### config.mk
export PLATFORM = sky130hd
export DESIGN_NAME = spi_responder
export DESIGN_NICKNAME = d
export VERILOG_FILES = /design/src/rtl/spi_responder.sv
export SDC_FILE = /design/constraint.sdc
export NUM_CORES = 1
export LEC_CHECK = 0
export CORE_MARGIN = 4
export CORE_UTILIZATION = 57
export DETAILED_ROUTE_END_ITERATION = 7
export MAX_ROUTING_LAYER = met4
export PLACE_DENSITY = 0.79
export SYNTH_ARGS = -nofsm -noshare
export SYNTH_HDL_FRONTEND = slang
export SYNTH_SLANG_ARGS = --single-unit
### constraint.sdc
create_clock -name clock -period 5.45 [get_ports clock]
set_input_delay 0.8175 -clock clock [delete_from_list [all_inputs] [get_ports clock]]
set_output_delay 0.8175 -clock clock [all_outputs]
set_load 0.05 [all_outputs]
### src/rtl/spi_responder.sv
// -----------------------------------------------------------------------------
// spi_responder
//
// Mode-0 SPI responder (slave) clocked by the system clock. The three SPI pins
// are asynchronous to `clock`; each goes through a 2-flop synchroniser plus one
// history flop so edges can be detected entirely in the `clock` domain. One
// WIDTH-bit word is received MSB first per frame and presented with a one-cycle
// rx_valid strobe. A WIDTH-bit reply, sampled from tx_data at frame start, is
// shifted out on SPI_MISO during the same frame.
//
// The system clock must run at least 8x the SPI_clk frequency so that every
// SPI_clk half period spans several system clock cycles after synchronisation.
//
// Ports:
//   clock        in   system clock
//   reset        in   asynchronous, active-high reset
//   SPI_clk      in   SPI clock from the initiator (async)
//   SPI_nCS      in   active-low chip select (async)
//   SPI_MOSI     in   serial data in (async)
//   SPI_MISO     out  serial data out, 0 whenever not shifting
//   tx_data      in   reply word, sampled at frame start
//   tx_ack       out  one-cycle pulse when tx_data has been sampled
//   rx_data      out  last complete received word, held between frames
//   rx_valid     out  one-cycle pulse when rx_data updates
//   frame_error  out  one-cycle pulse when a frame ends short
// -----------------------------------------------------------------------------
module spi_responder #(
  parameter int WIDTH = 16,  // bits per frame, 2..32
  parameter int CNT_W = 5    // bit counter width, 2**CNT_W > WIDTH
) (
  input  logic             clock,
  input  logic             reset,
  input  logic             SPI_clk,
  input  logic             SPI_nCS,
  input  logic             SPI_MOSI,
  output logic             SPI_MISO,
  input  logic [WIDTH-1:0] tx_data,
  output logic             tx_ack,
  output logic [WIDTH-1:0] rx_data,
  output logic             rx_valid,
  output logic             frame_error
);

  typedef enum logic [1:0] {
    S_IDLE,
    S_SHIFT,
    S_WAIT_CS
  } state_e;

  localparam logic [CNT_W-1:0] CNT_FULL = CNT_W'(WIDTH);
  localparam logic [CNT_W-1:0] CNT_LAST = CNT_W'(WIDTH - 1);

  // ---------------------------------------------------------------------------
  // Synchronisers. Bit 0 is the metastability flop, bit 1 the synchronised
  // value, bit 2 the history flop used for edge detection.
  // ---------------------------------------------------------------------------
  logic [2:0] sclk_pipe_q, sclk_pipe_d;
  logic [2:0] ncs_pipe_q,  ncs_pipe_d;
  logic [2:0] mosi_pipe_q, mosi_pipe_d;

  // Counts the first three cycles after reset, until every pipe stage holds a
  // real pin sample rather than its reset value.
  logic [1:0] sync_fill_q, sync_fill_d;

  // Set once nCS has genuinely been seen high; a frame already in progress
  // when reset releases must not be mistaken for a new one.
  logic armed_q, armed_d;

  always_comb begin
    sclk_pipe_d = {sclk_pipe_q[1:0], SPI_clk};
    ncs_pipe_d  = {ncs_pipe_q[1:0],  SPI_nCS};
    mosi_pipe_d = {mosi_pipe_q[1:0], SPI_MOSI};
    sync_fill_d = (sync_fill_q == 2'd3) ? sync_fill_q : sync_fill_q + 2'd1;
    armed_d     = armed_q | ((sync_fill_q == 2'd3) & ncs_pipe_q[1] & ncs_pipe_q[2]);
  end

  // NOTE: sequential state uses non-blocking assignments only, so every flop
  // samples the pre-edge value of every other flop regardless of block order.
  always_ff @(posedge clock or posedge reset) begin
    if (reset) begin
      sclk_pipe_q <= 3'b000;
      ncs_pipe_q  <= 3'b111;
      mosi_pipe_q <= 3'b000;
      sync_fill_q <= 2'd0;
      armed_q     <= 1'b0;
    end else begin
      sclk_pipe_q <= sclk_pipe_d;
      ncs_pipe_q  <= ncs_pipe_d;
      mosi_pipe_q <= mosi_pipe_d;
      sync_fill_q <= sync_fill_d;
      armed_q     <= armed_d;
    end
  end

  logic sclk_rise, sclk_fall, ncs_rise, ncs_fall, mosi_bit;

  assign sclk_rise = sclk_pipe_q[1] & ~sclk_pipe_q[2];
  assign sclk_fall = ~sclk_pipe_q[1] & sclk_pipe_q[2];
  assign ncs_rise  = ncs_pipe_q[1] & ~ncs_pipe_q[2];
  assign ncs_fall  = ~ncs_pipe_q[1] & ncs_pipe_q[2];
  // MOSI is taken from its history flop: in the cycle a clock rise is detected
  // this is the data as it stood just before the SPI_clk edge, matching the
  // alignment of the SPI_clk history flop.
  assign mosi_bit  = mosi_pipe_q[2];

  // ---------------------------------------------------------------------------
  // Frame state machine and datapath
  // ---------------------------------------------------------------------------
  state_e           state_q, state_d;
  logic [CNT_W-1:0] bit_cnt_q, bit_cnt_d;
  logic [WIDTH-1:0] rx_shift_q, rx_shift_d;
  logic [WIDTH-1:0] tx_shift_q, tx_shift_d;
  logic [WIDTH-1:0] rx_data_q, rx_data_d;
  logic             miso_q, miso_d;
  logic             rx_valid_q, rx_valid_d;
  logic             tx_ack_q, tx_ack_d;
  logic             frame_error_q, frame_error_d;

  logic [WIDTH-1:0] rx_shift_next;
  logic [CNT_W-1:0] bit_cnt_inc;
  logic             word_done;

  assign rx_shift_next = {rx_shift_q[WIDTH-2:0], mosi_bit};
  assign bit_cnt_inc   = (bit_cnt_q == CNT_FULL) ? bit_cnt_q : bit_cnt_q + 1'b1;
  // The rise that carries the final bit. It takes priority over a coincident
  // nCS rise so a frame ended right on its last edge still completes.
  assign word_done     = sclk_rise & (bit_cnt_q == CNT_LAST);

  // NOTE: every signal written here gets a default first, so no path through
  // the case statement can leave one unassigned and infer a latch.
  always_comb begin
    state_d       = state_q;
    bit_cnt_d     = bit_cnt_q;
    rx_shift_d    = rx_shift_q;
    tx_shift_d    = tx_shift_q;
    rx_data_d     = rx_data_q;
    miso_d        = miso_q;
    rx_valid_d    = 1'b0;
    tx_ack_d      = 1'b0;
    frame_error_d = 1'b0;

    unique case (state_q)
      S_IDLE: begin
        miso_d = 1'b0;
        if (armed_q && ncs_fall) begin
          tx_shift_d = tx_data;
          tx_ack_d   = 1'b1;
          miso_d     = tx_data[WIDTH-1];
          bit_cnt_d  = '0;
          state_d    = S_SHIFT;
        end
      end

      S_SHIFT: begin
        if (word_done) begin
          rx_shift_d = rx_shift_next;
          bit_cnt_d  = bit_cnt_inc;
          rx_data_d  = rx_shift_next;
          rx_valid_d = 1'b1;
          miso_d     = 1'b0;
          state_d    = ncs_rise ? S_IDLE : S_WAIT_CS;
        end else if (ncs_rise) begin
          // Frame aborted before all bits arrived: keep the old rx_data.
          frame_error_d = 1'b1;
          miso_d        = 1'b0;
          state_d       = S_IDLE;
        end else if (sclk_rise) begin
          rx_shift_d = rx_shift_next;
          bit_cnt_d  = bit_cnt_inc;
        end else if (sclk_fall && (bit_cnt_q < CNT_FULL)) begin
          tx_shift_d = {tx_shift_q[WIDTH-2:0], 1'b0};
          miso_d     = tx_shift_q[WIDTH-2];
        end
      end

      S_WAIT_CS: begin
        // Extra SPI_clk pulses past the last bit are ignored here.
        miso_d = 1'b0;
        if (ncs_rise) begin
          state_d = S_IDLE;
        end
      end

      default: begin
        miso_d  = 1'b0;
        state_d = S_IDLE;
      end
    endcase
  end

  always_ff @(posedge clock or posedge reset) begin
    if (reset) begin
      state_q       <= S_IDLE;
      bit_cnt_q     <= '0;
      rx_shift_q    <= '0;
      tx_shift_q    <= '0;
      rx_data_q     <= '0;
      miso_q        <= 1'b0;
      rx_valid_q    <= 1'b0;
      tx_ack_q      <= 1'b0;
      frame_error_q <= 1'b0;
    end else begin
      state_q       <= state_d;
      bit_cnt_q     <= bit_cnt_d;
      rx_shift_q    <= rx_shift_d;
      tx_shift_q    <= tx_shift_d;
      rx_data_q     <= rx_data_d;
      miso_q        <= miso_d;
      rx_valid_q    <= rx_valid_d;
      tx_ack_q      <= tx_ack_d;
      frame_error_q <= frame_error_d;
    end
  end

  assign SPI_MISO    = miso_q;
  assign rx_data     = rx_data_q;
  assign rx_valid    = rx_valid_q;
  assign tx_ack      = tx_ack_q;
  assign frame_error = frame_error_q;

endmodule
=== Word-level counts from Yosys, hierarchy flattened ===
Cells that the tools add are included.

* $add $sub $neg: 2
* Order comparisons: 1
* Eq/ne operators: 15
* Mux-type cells: 33
* Bitwise logic cells: 12
* Reduce and logical (&&, ||, !) cells: 10

{| class="wikitable"
|+ Operators by type and width
! cell !! number
|-
| $mux 15 || 8
|-
| $pmux 15 s2 || 1
|-
| $mux 5 || 5
|-
| $mux 1 || 12
|-
| $ne 2x2->1 const B || 5
|-
| $pmux 5 s2 || 1
|-
| $mux 2 || 4
|-
| $ne 4x4->1 const B || 2
|-
| $and 1x1->1 || 7
|-
| $ne 3x3->1 const B || 2
|-
| $pmux 2 s3 || 1
|-
| $reduce_and 6->1 || 1
|-
| $add 5x1->5 const B || 1
|-
| $eq 5x4->1 const B || 1
|-
| $eq 5x5->1 const B || 1
|-
| $lt 5x5->1 const B || 1
|-
| $eq 2x2->1 const B || 2
|-
| $not 1->1 || 4
|-
| $reduce_and 2->1 || 2
|-
| $reduce_and 4->1 || 1
|-
| $reduce_bool 2->1 || 2
|-
| $reduce_and 3->1 || 1
|-
| $add 2x1->2 const B || 1
|-
| $eq 2x1->1 const B || 1
|-
| 5 further kinds || 6
|}

* Bits in registers: 69
* Word-level logic and storage cells: 87

=== Logic depth before layout (Yosys ltp) ===
* Word-level depth: 8
* Gate-level depth with buffers: 8

=== Worst setup path before layout ===
Ideal clock, no wire load.

* Path type: reg2reg
* Start point: register bit_cnt_q[0]
* End point: register bit_cnt_q[4]
* Setup time: 0.125 ns
* Data arrival time: 1.862 ns
* Path slack: 3.463 ns
* Stages on the path, launching flop included: 8
* Path through: dfrtp_1 ha_1 and3_1 ha_1 o211a_1 buf_2 o21ai_4 mux2_2

* Longest elaborated chain between the ends: 6
* Elaborated cells on any way between the ends: 12
* Classes of those cells: add/sub (1); eq/ne (4); mux (5); bitwise (1); reduce/logical (1)

{| class="wikitable"
|+ RTL lines
! element !! RTL line !! RTL
|-
| start: declaration || 110 || <nowiki>logic [CNT_W-1:0] bit_cnt_q, bit_cnt_d;</nowiki>
|-
| start signal: assignment || 204 || <nowiki>bit_cnt_q <= bit_cnt_d;</nowiki>
|-
| $add 5x1->5 or $eq 5x5->1 (tied branches) || 124 || <nowiki>assign bit_cnt_inc = (bit_cnt_q == CNT_FULL) ? bit_cnt_q : bit_cnt_q + 1'b1;</nowiki>
|-
| $mux 5 || 124 ||
|-
| $mux 5 || 167 || <nowiki>end else if (sclk_rise) begin</nowiki>
|-
| $mux 5 || 162 || <nowiki>end else if (ncs_rise) begin</nowiki>
|-
| $mux 5 || 155 || <nowiki>if (word_done) begin</nowiki>
|-
| $pmux 5 s2 || 142 || <nowiki>unique case (state_q)</nowiki>
|}

Several ways; a longest one is shown, not always the timed one. The select of a mux whose other input is x is not followed.
A chain may end at the register's enable or synchronous reset.

=== Final worst setup path ===
* Start point: register state_q[1]
* End point: register tx_shift_q[7]

* Longest elaborated chain between the ends: 3
* Elaborated cells on any way between the ends: 10
* Classes of those cells: eq/ne (6); mux (1); reduce/logical (3)

{| class="wikitable"
|+ RTL lines
! element !! RTL line !! RTL
|-
| start: declaration || 109 || <nowiki>state_e state_q, state_d;</nowiki>
|-
| start signal: assignment || 203 || <nowiki>state_q <= state_d;</nowiki>
|-
| $eq 2x1->1 or $logic_not 2->1 (tied branches) || 142 ||
|-
| $ne 2x2->1 (no source line) or $reduce_bool 2->1 (tied branches) || n/a ||
|-
| $reduce_and 6->1 (no source line) || n/a ||
|-
| end signal: assignment || 206 || <nowiki>tx_shift_q <= tx_shift_d;</nowiki>
|-
| end: declaration || 112 || <nowiki>logic [WIDTH-1:0] tx_shift_q, tx_shift_d;</nowiki>
|}

Several ways; a longest one is shown, not always the timed one.

==> impl_metrics.env <==
export IMPL_synthesis_area_sq_um=2902
export IMPL_ys_warn_count=0
export IMPL_reg2reg_slack_ns=3.05
export IMPL_rsz0062_at_grt="false"
export IMPL_cellLeakagePower_nw=1.753
export IMPL_cp_top_family="compound AO/OA/AOI/OAI gates"
export IMPL_cts_root_buf="clkbuf_8"
export IMPL_pwr_density_cell_nw_per_um2=371.2
export IMPL_arrival_ns=2.62
export IMPL_grt_overflow_total=0
export IMPL_cp_data_required_time_ns=5.68
export IMPL_fin_area_sq_um=3528
export IMPL_crit_type="reg2reg"
export IMPL_h_tree_depth=3
export IMPL_coreArea_sq_um=4817
export IMPL_dp_cells=348
export IMPL_finalHoldViolCount=0
export IMPL_endpoint_kind="flop"
export IMPL_crit_buf_inv=0
export IMPL_slew_limit_headroom_pct=27.94
export IMPL_finalCriticalPeriod_ns=2.395
export IMPL_vias=1845
export IMPL_cts_sinks=69
export IMPL_start_util_pct=60.23
export IMPL_r2r_cells=4
export IMPL_crit_start="state_q[1]"
export IMPL_synthMuxAreaShare_pct=14.66
export IMPL_die_area_sq_um=6296
export IMPL_fillers=371
export IMPL_ys_top_cells_by_area="dfrtp_1 (57%), nand2_1 (12%), mux2_2 (9.3%)"
export IMPL_fin_util_pct=73.25
export IMPL_wire_per_inst_um=13.52
export IMPL_grt_max_degree=70
export IMPL_startpoint_type="flop"
export IMPL_report_final_slew_viol_count=0
export IMPL_place_area_sq_um=3336
export IMPL_ant_nets=0
export IMPL_hold_class="reg2reg"
export IMPL_yosysSeqAreaShare_pct=59.64
export IMPL_die_h_um=79.35
export IMPL_hpwlAfterDp_um=3335
export IMPL_critical_path_endpoint="tx_shift_q[7]"
export IMPL_grt_pass1_wl_um=8514
export IMPL_row_count=25
export IMPL_hold_ws_ns=0.3576
export IMPL_firstDrtPassIters=4
export IMPL_ys_ff_latch=69
export IMPL_path_cells="nand2b_1 > a21oi_1 > o21bai_4 > mux2_2"
export IMPL_io_buffer_count=40
export IMPL_via_per_inst=5.069
export IMPL_antenna_cells=0
export IMPL_layout_drive_gt1_share_pct=19.87
export IMPL_instances_no_fill=364
export IMPL_antenna_found_initial=0
export IMPL_ios=41
export IMPL_clk_pin_slew_ns=0.07
export IMPL_clock_latency_ns=0.35
export IMPL_cp_max_fo=22
export IMPL_avgSynthCellArea_sq_um=11.65
export IMPL_syn_inst=249
export IMPL_cts_hold_buf=0
export IMPL_setup_tns_ns=0
export IMPL_routed_wl_um=4923
export IMPL_drcViolationCount=0
export IMPL_synth_top_cell_area_share_pct=56.92
export IMPL_period_share_pct=43.95
export IMPL_skew_ns=0.01315
export IMPL_ir_drop_uv=268.0
export IMPL_synthAdderAreaFrac_pct=1.725
export IMPL_max_freq_ghz=0.4175
export IMPL_critPathSlowestCell="nand2b_1"
export IMPL_ctsResizeCount=0
export IMPL_synth_compound_area_share_pct=4.571
export IMPL_worstMarginPinSlew_ns=1.076
export IMPL_synth_xor_area_share_pct=0.3019
export IMPL_clk_path_buf_depth=2
export IMPL_num_nets_final=317
export IMPL_drv_cap=0
export IMPL_cts_buffers=9
export IMPL_cts_tree="built"
export IMPL_cp_num_cells=4
export IMPL_yosys_area_share_simple_pct=16.34
export IMPL_place_congestion=0.8088
export IMPL_outcome="completed"
export IMPL_synth_top_family_by_area="simple AND/OR/NAND/NOR gates"
export IMPL_yosys_cell_types_count=38
export IMPL_grt_use_total_pct=18.42
export IMPL_finalSetupViolations=0
export IMPL_syn_nets=274
export IMPL_r2r_start="state_q[1]"
export IMPL_r2r_end="tx_shift_q[7]"
export IMPL_post_cts_buffers=0
export IMPL_syn_to_final_growth_pct=21.60
export IMPL_fp_dieW_um=79.35
export IMPL_grt_pass1_vias=1824
export IMPL_drtIter0Drc=164
export IMPL_yosysTopAreaCell="dfrtp_1"
export IMPL_max_stage_delay_ns=0.69
[power breakdown]
group          internal [mW]  switching [mW]  total (mW)
Sequential             0.600          0.0543       0.654
Combinational          0.135           0.119       0.255
Clock                  0.211           0.190       0.401
[placed cells by master, fill, tap and decap left out, types with 3 or more instances in the layout]
cell type / Yosys / layout
nand2_1: 92 / 92
dfrtp_1: 66 / 66
clkdlybuf4s50_1: 0 / 40
mux2_2: 24 / 24
mux2_4: 9 / 9
clkbuf_8: 0 / 9
nor2_1: 5 / 5
ha_1: 4 / 4
and3_1: 3 / 3
inv_1: 4 / 3
dfstp_2: 3 / 3
[area by class of cell]
| type | count | area, sq um | area share [%] |
|---|---|---|---|
| inverter | 4 | 15.01 | 0.4255 |
| multi-input combinational | 166 | 1091 | 30.92 |
| clock buffer | 10 | 127.6 | 3.617 |
| sequential | 69 | 1730 | 49.04 |
| tap | 67 | 83.83 | 2.376 |
| timing repair buffer | 42 | 415.4 | 11.77 |
| clock inverter | 6 | 65.06 | 1.844 |
[state kept, by name, indices dropped and copies added (netlist names)]
register	cells
tx_ack	1
bit_cnt_q	5
mosi_pipe_q	3
armed_q	1
frame_error	1
SPI_MISO	1
sclk_pipe_q	3
rx_shift_q	15
sync_fill_q	2
state_q	2
ncs_pipe_q	3
tx_shift_q	15
rx_data	16
rx_valid	1
[kinds of logic after synthesis]
kind of cell / Yosys count
AND/OR/NAND/NOR: 111
flip-flops: 69
multiplexers: 35
AO/OA/AOI/OAI: 15
buffers and inverters: 14
adder cells (fa/ha/maj): 4
XOR/XNOR: 1
[per-stage QoR]
stage	setup slack (ns)	total power, mW
after floorplan	2.898	0.8605
after global placement	3.141	0.9086
after detailed placement	3.066	0.9202
after CTS	3.035	1.320
after global routing	2.872	1.386
final	3.055	1.310
[how the worst min path moves through the flow]
stage	from	endpoint	slack (ns)	cells after the start
detailed placement	mosi_pipe_q[1]	mosi_pipe_q[2]	0.34	0
floorplan	mosi_pipe_q[0]	mosi_pipe_q[1]	0.33	0
global route	ncs_pipe_q[0]	ncs_pipe_q[1]	0.36	0
finish	ncs_pipe_q[0]	ncs_pipe_q[1]	0.36	0
global placement	mosi_pipe_q[0]	mosi_pipe_q[1]	0.33	0
CTS	ncs_pipe_q[0]	ncs_pipe_q[1]	0.36	0
[cell usage after synthesis, drive strengths merged]
cell	instances
dfrtp	66
ha	4
nor3b	1
o21a	1
nand2b	2
o21ai	1
a31o	1
a21oi	2
clkbuf	1
mux2	33
nor2	6
a31oi	1
xnor2	1
a21o	1
nand2	92
a32o	1
o2bb2ai	2
and3	3
mux2i	2
nand3b	1
nor2b	3
dfstp	3
and4bb	1
and2b	1
o211a	1
o21bai	1
nand4	1
o22ai	2
buf	9
inv	4
o211ai	1
[per-layer routing]
metal / global-route usage, % / share of wire (%) / vias up
met4: 7.216 / 1.8 / 0
li1: - / - / 903
met5: - / 0 / -
met1: 22.64 / 45 / 898
met2: 28.11 / 49 / 35
met3: 6.463 / 4.0 / 9
(Power assumes the default switching activity.)
